[src/rtl/sccb_resp_if.sv]
// rtl/sccb_resp_if.sv - SCCB responder pin and write-report signal bundle
interface sccb_resp_if;
    logic        I_SCL;
    logic        I_SDA;
    logic        O_SDA;
    logic        O_SDA_OE;
    logic        O_WR_EN;
    logic [15:0] O_WR_ADDR;
    logic [7:0]  O_WR_DATA;
    logic        O_BUSY;

    modport slave (
        input  I_SCL, I_SDA,
        output O_SDA, O_SDA_OE, O_WR_EN, O_WR_ADDR, O_WR_DATA, O_BUSY
    );

    modport master (
        output I_SCL, I_SDA,
        input  O_SDA, O_SDA_OE, O_WR_EN, O_WR_ADDR, O_WR_DATA, O_BUSY
    );
endinterface

[src/rtl/sccb_resp.sv]
// rtl/sccb_resp.sv - SCCB target: decodes ID/ADDR_H/ADDR_L frames, writes or reads a register array
module sccb_resp #(
    parameter logic [6:0] P_SLAVE_ADDR = 7'h3C,
    parameter int         P_ADDR_W     = 8,
    parameter bit         P_ACK_EN     = 1'b1,
    parameter int         P_TIMEOUT    = 1000
) (
    input  logic       CLK,
    input  logic       RSTn,
    sccb_resp_if.slave bus
);
    localparam int TW    = $clog2(P_TIMEOUT + 1);
    localparam int DEPTH = 2 ** P_ADDR_W;

    typedef enum logic [2:0] {
        S_IDLE, S_ID, S_ADDR_H, S_ADDR_L, S_WDATA, S_RDATA, S_IGNORE
    } state_t;

    state_t        state_q, state_d;
    logic [2:0]    scl_sync_q, sda_sync_q;
    logic [3:0]    bit_cnt_q, bit_cnt_d;
    logic [6:0]    rx_sh_q, rx_sh_d;
    logic [7:0]    rd_sh_q, rd_sh_d;
    logic          rw_q, rw_d;
    logic [15:0]   addr_q, addr_d;
    logic          sda_o_q, sda_o_d;
    logic          oe_q, oe_d;
    logic          wr_en_q, wr_en_d;
    logic [15:0]   wr_addr_q, wr_addr_d;
    logic [7:0]    wr_data_q, wr_data_d;
    logic [TW-1:0] tmo_q, tmo_d;
    logic [7:0]    mem_q [DEPTH];
    logic          mem_we, tmo_hit;

    // [0],[1] are the synchroniser stages, [2] is the edge-detect copy
    logic scl, scl_rise, scl_fall, sda_rise, sda_fall, start_ev, stop_ev, in_range;
    logic [7:0] rx_byte, rd_word;

    assign scl      = scl_sync_q[1];
    assign scl_rise =  scl_sync_q[1] & ~scl_sync_q[2];
    assign scl_fall = ~scl_sync_q[1] &  scl_sync_q[2];
    assign sda_rise =  sda_sync_q[1] & ~sda_sync_q[2];
    assign sda_fall = ~sda_sync_q[1] &  sda_sync_q[2];
    assign start_ev = sda_fall & scl;
    assign stop_ev  = sda_rise & scl;
    assign rx_byte  = {rx_sh_q, sda_sync_q[1]};
    assign in_range = (addr_q >> P_ADDR_W) == 16'd0;
    assign rd_word  = in_range ? mem_q[addr_q[P_ADDR_W-1:0]] : 8'h00;

    always_ff @(posedge CLK or negedge RSTn) begin
        if (!RSTn) begin
            scl_sync_q <= 3'b111;
            sda_sync_q <= 3'b111;
        end else begin
            scl_sync_q <= {scl_sync_q[1:0], bus.I_SCL};
            sda_sync_q <= {sda_sync_q[1:0], bus.I_SDA};
        end
    end

    // bit_cnt counts SCL rises in the current byte: 8 = data done, 9 = ACK slot high seen
    always_comb begin
        state_d   = state_q;
        bit_cnt_d = bit_cnt_q;
        rx_sh_d   = rx_sh_q;
        rd_sh_d   = rd_sh_q;
        rw_d      = rw_q;
        addr_d    = addr_q;
        sda_o_d   = sda_o_q;
        oe_d      = oe_q;
        wr_en_d   = 1'b0;
        wr_addr_d = wr_addr_q;
        wr_data_d = wr_data_q;
        mem_we    = 1'b0;
        tmo_d     = tmo_q + 1'b1;
        if (state_q == S_IDLE || !scl || scl_rise || sda_rise || sda_fall)
            tmo_d = '0;
        tmo_hit = (tmo_d == TW'(P_TIMEOUT));

        if (start_ev) begin
            state_d   = S_ID;
            bit_cnt_d = 4'd0;
            oe_d      = 1'b0;
            sda_o_d   = 1'b1;
            tmo_d     = '0;
        end else if (stop_ev || tmo_hit) begin
            state_d   = S_IDLE;
            bit_cnt_d = 4'd0;
            oe_d      = 1'b0;
            sda_o_d   = 1'b1;
            tmo_d     = '0;
        end else begin
            if (scl_rise && bit_cnt_q != 4'd9 && state_q != S_IDLE && state_q != S_IGNORE)
                bit_cnt_d = bit_cnt_q + 4'd1;
            case (state_q)
                S_ID, S_ADDR_H, S_ADDR_L, S_WDATA: begin
                    if (scl_rise && bit_cnt_q < 4'd8)
                        rx_sh_d = rx_byte[6:0];
                    if (scl_rise && bit_cnt_q == 4'd7) begin
                        case (state_q)
                            S_ID: begin
                                if (rx_byte[7:1] != P_SLAVE_ADDR) state_d = S_IGNORE;
                                else                              rw_d    = rx_byte[0];
                            end
                            S_ADDR_H: addr_d[15:8] = rx_byte;
                            S_ADDR_L: addr_d[7:0]  = rx_byte;
                            default: begin
                                wr_en_d   = 1'b1;
                                wr_addr_d = addr_q;
                                wr_data_d = rx_byte;
                                mem_we    = in_range;
                            end
                        endcase
                    end
                    if (scl_fall && bit_cnt_q == 4'd8 && P_ACK_EN) begin
                        oe_d    = 1'b1;
                        sda_o_d = 1'b0;
                    end
                    if (scl_fall && bit_cnt_q == 4'd9) begin
                        oe_d      = 1'b0;
                        sda_o_d   = 1'b1;
                        bit_cnt_d = 4'd0;
                        case (state_q)
                            S_ID:     state_d = S_ADDR_H;
                            S_ADDR_H: state_d = S_ADDR_L;
                            S_ADDR_L: begin
                                if (rw_q) begin
                                    state_d = S_WDATA;
                                end else begin
                                    state_d = S_RDATA;
                                    rd_sh_d = rd_word;
                                    sda_o_d = rd_word[7];
                                    oe_d    = 1'b1;
                                end
                            end
                            default:  state_d = S_IGNORE;
                        endcase
                    end
                end
                S_RDATA: begin
                    if (scl_fall) begin
                        if (bit_cnt_q >= 4'd1 && bit_cnt_q <= 4'd7) begin
                            rd_sh_d = {rd_sh_q[6:0], rd_sh_q[7]};
                            sda_o_d = rd_sh_q[6];
                        end else if (bit_cnt_q == 4'd8) begin
                            oe_d    = 1'b0;
                            sda_o_d = 1'b1;
                        end else if (bit_cnt_q == 4'd9) begin
                            state_d   = S_IGNORE;
                            bit_cnt_d = 4'd0;
                        end
                    end
                end
                default: ;
            endcase
        end
    end

    always_ff @(posedge CLK or negedge RSTn) begin
        if (!RSTn) begin
            state_q   <= S_IDLE;
            bit_cnt_q <= 4'd0;
            rx_sh_q   <= 7'd0;
            rd_sh_q   <= 8'd0;
            rw_q      <= 1'b0;
            addr_q    <= 16'd0;
            sda_o_q   <= 1'b1;
            oe_q      <= 1'b0;
            wr_en_q   <= 1'b0;
            wr_addr_q <= 16'd0;
            wr_data_q <= 8'd0;
            tmo_q     <= '0;
            for (int i = 0; i < DEPTH; i++) mem_q[i] <= 8'h00;
        end else begin
            state_q   <= state_d;
            bit_cnt_q <= bit_cnt_d;
            rx_sh_q   <= rx_sh_d;
            rd_sh_q   <= rd_sh_d;
            rw_q      <= rw_d;
            addr_q    <= addr_d;
            sda_o_q   <= sda_o_d;
            oe_q      <= oe_d;
            wr_en_q   <= wr_en_d;
            wr_addr_q <= wr_addr_d;
            wr_data_q <= wr_data_d;
            tmo_q     <= tmo_d;
            if (mem_we) mem_q[addr_q[P_ADDR_W-1:0]] <= wr_data_d;
        end
    end

    assign bus.O_SDA     = sda_o_q;
    assign bus.O_SDA_OE  = oe_q;
    assign bus.O_WR_EN   = wr_en_q;
    assign bus.O_WR_ADDR = wr_addr_q;
    assign bus.O_WR_DATA = wr_data_q;
    assign bus.O_BUSY    = (state_q != S_IDLE);
endmodule

[src/flat_wrapper.sv]
// flat-port wrapper written by rule: the top's interface ports become plain ports
module sccb_resp_flat 
#(
    parameter logic [6:0] P_SLAVE_ADDR = 7'h3C,
    parameter int         P_ADDR_W     = 8,
    parameter bit         P_ACK_EN     = 1'b1,
    parameter int         P_TIMEOUT    = 1000
)
  (CLK, RSTn, bus_I_SCL, bus_I_SDA, bus_O_SDA, bus_O_SDA_OE, bus_O_WR_EN, bus_O_WR_ADDR, bus_O_WR_DATA, bus_O_BUSY);
  sccb_resp_if bus_i ();
  input  logic CLK;
  input  logic RSTn;
  input wire logic [$bits(bus_i.I_SCL)-1:0] bus_I_SCL;
  input wire logic [$bits(bus_i.I_SDA)-1:0] bus_I_SDA;
  output wire logic [$bits(bus_i.O_SDA)-1:0] bus_O_SDA;
  output wire logic [$bits(bus_i.O_SDA_OE)-1:0] bus_O_SDA_OE;
  output wire logic [$bits(bus_i.O_WR_EN)-1:0] bus_O_WR_EN;
  output wire logic [$bits(bus_i.O_WR_ADDR)-1:0] bus_O_WR_ADDR;
  output wire logic [$bits(bus_i.O_WR_DATA)-1:0] bus_O_WR_DATA;
  output wire logic [$bits(bus_i.O_BUSY)-1:0] bus_O_BUSY;
  assign bus_i.I_SCL = bus_I_SCL;
  assign bus_i.I_SDA = bus_I_SDA;
  assign bus_O_SDA = bus_i.O_SDA;
  assign bus_O_SDA_OE = bus_i.O_SDA_OE;
  assign bus_O_WR_EN = bus_i.O_WR_EN;
  assign bus_O_WR_ADDR = bus_i.O_WR_ADDR;
  assign bus_O_WR_DATA = bus_i.O_WR_DATA;
  assign bus_O_BUSY = bus_i.O_BUSY;
  sccb_resp #(.P_SLAVE_ADDR(P_SLAVE_ADDR), .P_ADDR_W(P_ADDR_W), .P_ACK_EN(P_ACK_EN), .P_TIMEOUT(P_TIMEOUT)) u_core (.CLK(CLK), .RSTn(RSTn), .bus(bus_i));
endmodule
[config.mk]
export PLATFORM = sky130hd
export DESIGN_NAME = sccb_resp_flat
export DESIGN_NICKNAME = d
export VERILOG_FILES = /design/src/rtl/sccb_resp_if.sv /design/src/rtl/sccb_resp.sv /design/src/flat_wrapper.sv
export SDC_FILE = /design/constraint.sdc
export NUM_CORES = 2
export LEC_CHECK = 0
export ABC_CLOCK_PERIOD_IN_PS = 3700
export BUFFER_PORTS_ARGS = -buffer_cell sky130_fd_sc_hd__buf_2
export CORE_MARGIN = 4
export CORE_UTILIZATION = 35
export CTS_CLUSTER_SIZE = 25
export DETAILED_ROUTE_END_ITERATION = 8
export PLACE_DENSITY = 0.6
export SETUP_SLACK_MARGIN = 0.4
export SLEW_MARGIN = 20
export SYNTH_ARGS = -nofsm -noshare
export SYNTH_HDL_FRONTEND = slang
export SYNTH_SLANG_ARGS = --single-unit
[constraint.sdc]
create_clock -name CLK -period 3.7 [get_ports CLK]
set_clock_uncertainty 0.05 [all_clocks]
set_input_delay 0.185 -clock CLK [delete_from_list [all_inputs] [get_ports CLK]]
set_output_delay 0.185 -clock CLK [all_outputs]
set_load 0.05 [all_outputs]
[After elaboration in Yosys (flattened, before gate mapping)]
Cells that the tools add are included.
Operators by class
  bitwise gates (word level): 15
  reduce and logical (&&, ||, !) cells: 31
  mux-type cells: 73
  eq/ne operators: 27
  add/subtract/negate cells: 2
  magnitude comparators: 5
Operators by type and width (count)
  bitwise mux 2048 bit: 1
  2-to-1 mux 8 bit: 14
  binary-select mux 8 bit (select 8 bit): 1
  demux 8 bit (select 8 bit): 1
  2-to-1 mux 4 bit: 8
  2-to-1 mux 10 bit: 3
  2-to-1 mux 3 bit: 10
  2-to-1 mux 1 bit: 29
  inequality test 5 x 1 -> 1 bit (second input constant): 5
  AND reduction 5 bit: 4
  zero test 16 bit: 1
  one-hot mux 8 bit (2 select lines): 1
  AND reduction 8 bit: 2
  inequality test 4 x 1 -> 1 bit (second input constant): 3
  adder 10 x 1 -> 10 bit (second input constant): 1
  equality test 10 bit (second input constant): 1
  >= comparator 9 bit (second input constant): 1
  logical AND 1 bit: 9
  < comparator 9 x 1 -> 1 bit (second input constant): 1
  inverter 8 -> 9 bit: 1
  one-hot mux 3 bit (3 select lines): 1
  equality test 4 bit (second input constant): 2
  inequality test 2 x 1 -> 1 bit (second input constant): 4
  inequality test 4 x 2 -> 1 bit (second input constant): 2
  other kinds (27): 47
Word-level totals
  input port bits: 4
  output and inout bits: 28
  flip-flop bits (word level): 2130

[Depth between registers and ports, before layout]
  depth in word-level cells: 13
  depth in mapped cells: 12
  mapped depth without buffers: 9

[Least setup slack after synthesis]
Ideal clock, no wire load.
  path type: flip-flop to flip-flop
  start: reg u_core.addr_q[0]
  end: reg u_core.rd_sh_q[3]
  arrival time: 2.994 ns
  slack: 0.531 ns
  buffers on the path: 4
  setup time: 0.125 ns
  required time: 3.525 ns
  cell stages (with the launch flop): 11
  cells stage by stage: dfrtp_1 buf_2 buf_2 buf_2 buf_1 mux4_2 mux4_2 a22oi_1 o32ai_1 nor4_1 nor2_1
On the way
  word-level cells in the longest chain between the ends: 9
Ends and longest elaborated chain
  from (decl): line sccb_resp.sv:25  | logic [15:0] addr_q, addr_d;
  from (signal assigned): line sccb_resp.sv:179  | addr_q <= addr_d;
  inverter 8 -> 9 bit (implied by the code): line sccb_resp.sv:48  | assign rd_word = in_range ? mem_q[addr_q[P_ADDR_W-1:0]] : 8'h00;
  binary-select mux 8 bit (select 8 bit): line sccb_resp.sv:48
  2-to-1 mux 8 bit (implied by the code) (2 in series): line sccb_resp.sv:48
  2-to-1 mux 8 bit: line sccb_resp.sv:48
  2-to-1 mux 8 bit: line sccb_resp.sv:126  | if (rw_q) begin
  2-to-1 mux 8 bit: line sccb_resp.sv:122  | case (state_q)
  2-to-1 mux 8 bit: line sccb_resp.sv:118  | if (scl_fall && bit_cnt_q == 4'd9) begin
  one-hot mux 8 bit (2 select lines): line sccb_resp.sv:94  | case (state_q)
  to (signal assigned): line sccb_resp.sv:177  | rd_sh_q <= rd_sh_d;
  to (decl): line sccb_resp.sv:23  | logic [7:0] rd_sh_q, rd_sh_d;
Every way passes these cells. The select of a mux whose other input is x is not followed.
A chain may end at the register's enable or synchronous reset.

[Worst setup path after layout]
  start: reg u_core.addr_q[0]
  end: reg u_core.sda_o_q (netlist: u_core.bus.O_SDA)
On the way
  word-level cells in the longest chain between the ends: 11
Ends and longest elaborated chain
  inverter 8 -> 9 bit (implied by the code): line sccb_resp.sv:48
  binary-select mux 8 bit (select 8 bit): line sccb_resp.sv:48
  2-to-1 mux 8 bit (implied by the code) (2 in series): line sccb_resp.sv:48
  2-to-1 mux 8 bit: line sccb_resp.sv:48
  2-to-1 mux 1 bit: line sccb_resp.sv:126
  2-to-1 mux 1 bit: line sccb_resp.sv:122
  2-to-1 mux 1 bit: line sccb_resp.sv:118
  one-hot mux 1 bit (2 select lines): line sccb_resp.sv:94
  2-to-1 mux 1 bit: line sccb_resp.sv:85  | end else if (stop_ev || tmo_hit) begin
  2-to-1 mux 1 bit: line sccb_resp.sv:79  | if (start_ev) begin
  to (signal assigned): line sccb_resp.sv:180  | sda_o_q <= sda_o_d;
  to (decl): line sccb_resp.sv:26  | logic sda_o_q, sda_o_d;
Every way passes these cells. The select of a mux whose other input is x is not followed.

==> summary.md <==
| Metric | Value |
|---|---|
| Status | finished clean |
| Final hold violations | 0 |
| Worst-path clk slew | 60 ps |
| Die X | 534.4 um |
| Max Slew Vio Count | 0 |
| Top-area cell type share of the netlist area | 54.78% |
| Worst r2r src | u_core.addr_q[0] |
| First-pass GRT wire length | 433.4 mm |
| Part of the power in the clock network | 49.3% |
| Setup tns final | 0 ps |
| Worst VDD drop | 0.4103 mV |
| Relative max-transition margin | 31.08% |
| Critical path arrival | 4210 ps |
| Post-route DRC | 0 |
| Synth top area cells | dfrtp_1 55%, mux2_2 17%, mux4_2 14% |
| Number of flops mapped to enable cells by yosys | 0 |
| CP delay by family, top | compound AO/OA/AOI/OAI gates |
| Sequential Power Share | 49.0% |
| CTS Buf Count | 221 |
| Final worst-path cycle share | 93.01% |
| Sink Count | 2130 |
| Deepest clock path buffer count | 3 |
| Vias per cell | 5.561 |
| Fin crit period | 3441 ps |
| Clk Latency, worst-skew pair | 900 ps |
| Reg2reg end | u_core.bus.O_SDA |
| Leak | 53.16 nW |
| Crit Path Max Fanout | 12 |
| R2r worst-path depth | 11 |
| Area Growth Syn to Fin | 19.85% |
| MaxCap Viol Count | 0 |
| R2R setup slack | 260 ps |
| RSZ-0062 raised after global routing | true |
| Top cells by count, synth | 2123 x dfrtp_1, 1464 x mux2_2, 657 x nand2_1 |
| Starting DRT DRC Count | 5749 |
| Routed WL | 294.0 mm |
| ANT nets after route | 0 |
| Post-Syn Instances | 6783 |
| Crit path kind | flip-flop to flip-flop |
| Hold WC Path Type | input pin to async pin |
| Dpl cells | 10514 |
| Syn_nets | 6792 |
| Netlist cell types | 83 |
| Vias in the first global route | 62786 |
| Initial Util | 35.32% |
| Global-route usage over all layers | 20.05% |
| Syn. warnings | 0 |
| H-Tree Depth | 4 |
| Netlist Area Pre-Place | 96970 um^2 |
| #FFs+latches synth | 2130 |
| Least-Margin Pin Slew | 1023 ps |
| Synth async-reset ratio | 100.0% |
| Critical path launch point type | flip-flop |
| CP required | 4470 ps |
| Row count | 192 |
| Switching Fraction | 22.17% |
| Total number of vias | 61360 |
| Pwr/cell area | 413.7 nW/um^2 |
| Final setup viols | 0 |
| Crit. End Element | flip-flop |
| GRT overflow | 0 |
| Critical path, cell by cell | buf_16 > buf_6 > buf_16 > mux4_2 > o22ai_1 > o21ai_0 > a21oi_1 > o211ai_1 > a21oi_1 > buf_4 > o21ai_0 |
| Vert. Die Dim | 534.4 um |
| Slowest library cell on the worst path | o21ai_0 |
| Hpwl dp | 187.8 mm |
| Primary FF master, synth | dfrtp_1 |
| Buf/Inv on CP | 4 |
| Ratio of cells with drive above 1 in the final layout | 46.81% |
| Nets@finish | 7168 |
| Switching power | 10.66 mW |
| Die area | 285600 um^2 |
| PortBufs | 31 |
| Fillers | 24690 |
| WL/cell | 26.65 um |
| Io pins | 32 |
| Initial antenna violation count | 8 |
| P_int | 37.42 mW |
| Final std cells w/o fill | 11033 |
| Largest net degree at the start of global routing | 143 |
| Core Area | 274600 um^2 |
| Most frequent cell after synthesis | dfrtp_1 |
| Yosys top cell by area | dfrtp_1 |
| Post-Syn Area per Cell | 14.30 um^2 |
| Combinational power share | 1.7% |
| Slowest stage delay, CP | 790 ps |
| Drt pass-1 iters | 6 |
| CTS tree | done |
| Clock tree root buffer cell | clkbuf_16 |
| Sequential share of the synthesized area | 54.97% |
| Placer Congestion | 0.9598 |
| Max Fclk | 0.2906 GHz |
## sequential cells by signal, summed over array words and instances, names as in the netlist
signal / cells
u_core.sda_sync_q: 3
u_core.bus.O_WR_EN: 1
u_core.rd_sh_q: 8
u_core.state_q: 3
u_core.rw_q: 1
u_core.tmo_q: 10
u_core.addr_q: 16
u_core.bit_cnt_q: 4
u_core.bus.O_SDA: 1
u_core.mem_q: 2048
u_core.scl_sync_q: 3
u_core.rx_sh_q: 7
u_core.bus.O_WR_ADDR: 16
u_core.bus.O_SDA_OE: 1
u_core.bus.O_WR_DATA: 8
## how the worst max path moves through the flow
stage          depth (start not counted)           endpoint        startpoint
2_1_floorplan                         10  u_core.rd_sh_q[3]  u_core.addr_q[0]
3_3_place_gp                          12   u_core.bus.O_SDA  u_core.addr_q[0]
3_5_place_dp                          12   u_core.bus.O_SDA  u_core.addr_q[0]
4_1_cts                               10  u_core.rd_sh_q[4]  u_core.addr_q[0]
5_1_grt                               11   u_core.bus.O_SDA  u_core.addr_q[0]
6_report                              11   u_core.bus.O_SDA  u_core.addr_q[0]
## power by group through the flow
stage | Clock, mW | Combinational (mW) | Sequential (mW)
4_1_cts | 24.1 | 0.837 | 23.5
5_1_grt | 25.1 | 0.963 | 23.5
3_3_place_gp | 0 | 0.786 | 24.0
3_5_place_dp | 0 | 0.815 | 24.0
2_1_floorplan | 0 | 0.202 | 23.9
6_report | 23.7 | 0.832 | 23.5
## area by class of cell
type                            count  area (um^2)  area share [%]
Sequential cell                  2130        53330           45.89
Multi-Input combinational cell   4080        42600           36.66
Timing Repair Buffer              700         7636           6.570
Clock buffer                      325         6491           5.585
Tap cell                         3686         4612           3.968
Clock inverter                     85         1393           1.198
Inverter                           26        150.1          0.1292
Antenna cell                        1        2.502        0.002153
## stage by stage
| step | util [%] | power (mW) | worst slack, ps | hold WS [ps] | cell area [um^2] |
|---|---|---|---|---|---|
| 3_5_place_dp | 38.20 | 24.78 | 54.23 | 169.7 | 104900 |
| 2_1_floorplan | - | 24.08 | 531.0 | -160.6 | 96970 |
| 3_3_place_gp | 38.20 | 24.74 | 98.31 | 163.5 | 104900 |
| 5_1_grt | 42.33 | 49.61 | 249.2 | 127.8 | 116200 |
| 6_report | 42.33 | 48.07 | 258.6 | 159.4 | 116200 |
| 4_1_cts | 41.45 | 48.50 | 282.9 | 96.57 | 113800 |
## routing by layer
metal	wire length (um)	global-route usage, %	vias up
li1	-	-	25841
met1	124900	27.90	32858
met2	135800	31.32	2110
met3	22300	4.311	549
met4	10940	6.589	2
met5	13	0	-
## worst register-to-register path: cells and delay by family, from the launching register on
kind / cells / cell delay [ps]
DFF: 1 / 550
muxes: 1 / 410
buffers and inverters: 4 / 730
AOI/OAI and AO/OA: 6 / 1620
## cell usage in the layout (no fill, tap or decap), types with 47 or more instances in the layout
cell type / synthesis / layout
dfrtp_1: 2123 / 2114
nand2_1: 657 / 653
nor2_1: 83 / 70
clkbuf_8: 0 / 57
nor3_4: 20 / 59
mux2_4: 64 / 124
clkbuf_1: 405 / 47
o21ai_0: 574 / 572
clkbuf_16: 0 / 242
buf_6: 1 / 93
buf_4: 7 / 427
mux2_2: 1464 / 1404
nand3_1: 134 / 106
buf_12: 0 / 81
mux4_2: 592 / 592
## cells by family (layout without fill, tap and decap cells)
family | Yosys count | count (layout) | synth area share [%]
AOI/OAI and AO/OA | 760 | 760 | 4.371
xor gates and xnor gates | 12 | 12 | 0.1084
adders and majority gates | 5 | 5 | 0.06451
buffers and inverters | 573 | 1136 | 2.387
DFF | 2130 | 2130 | 54.97
muxes | 2171 | 2171 | 32.28
other | 0 | 1 | 0
and+or+nand+nor | 1132 | 1132 | 5.818
## repair_timing
item / in CTS / in global routing
endpoints found under the setup margin: 895 / 1182
setup buffers: 24 / 44
gates resized for setup: 90 / 319
pin swaps: 6 / 38
hold endpoints to repair: 1342 / 0
hold buffers: 6 / 0
cloned: 11 / 23
Power figures use the tool's default switching activity.
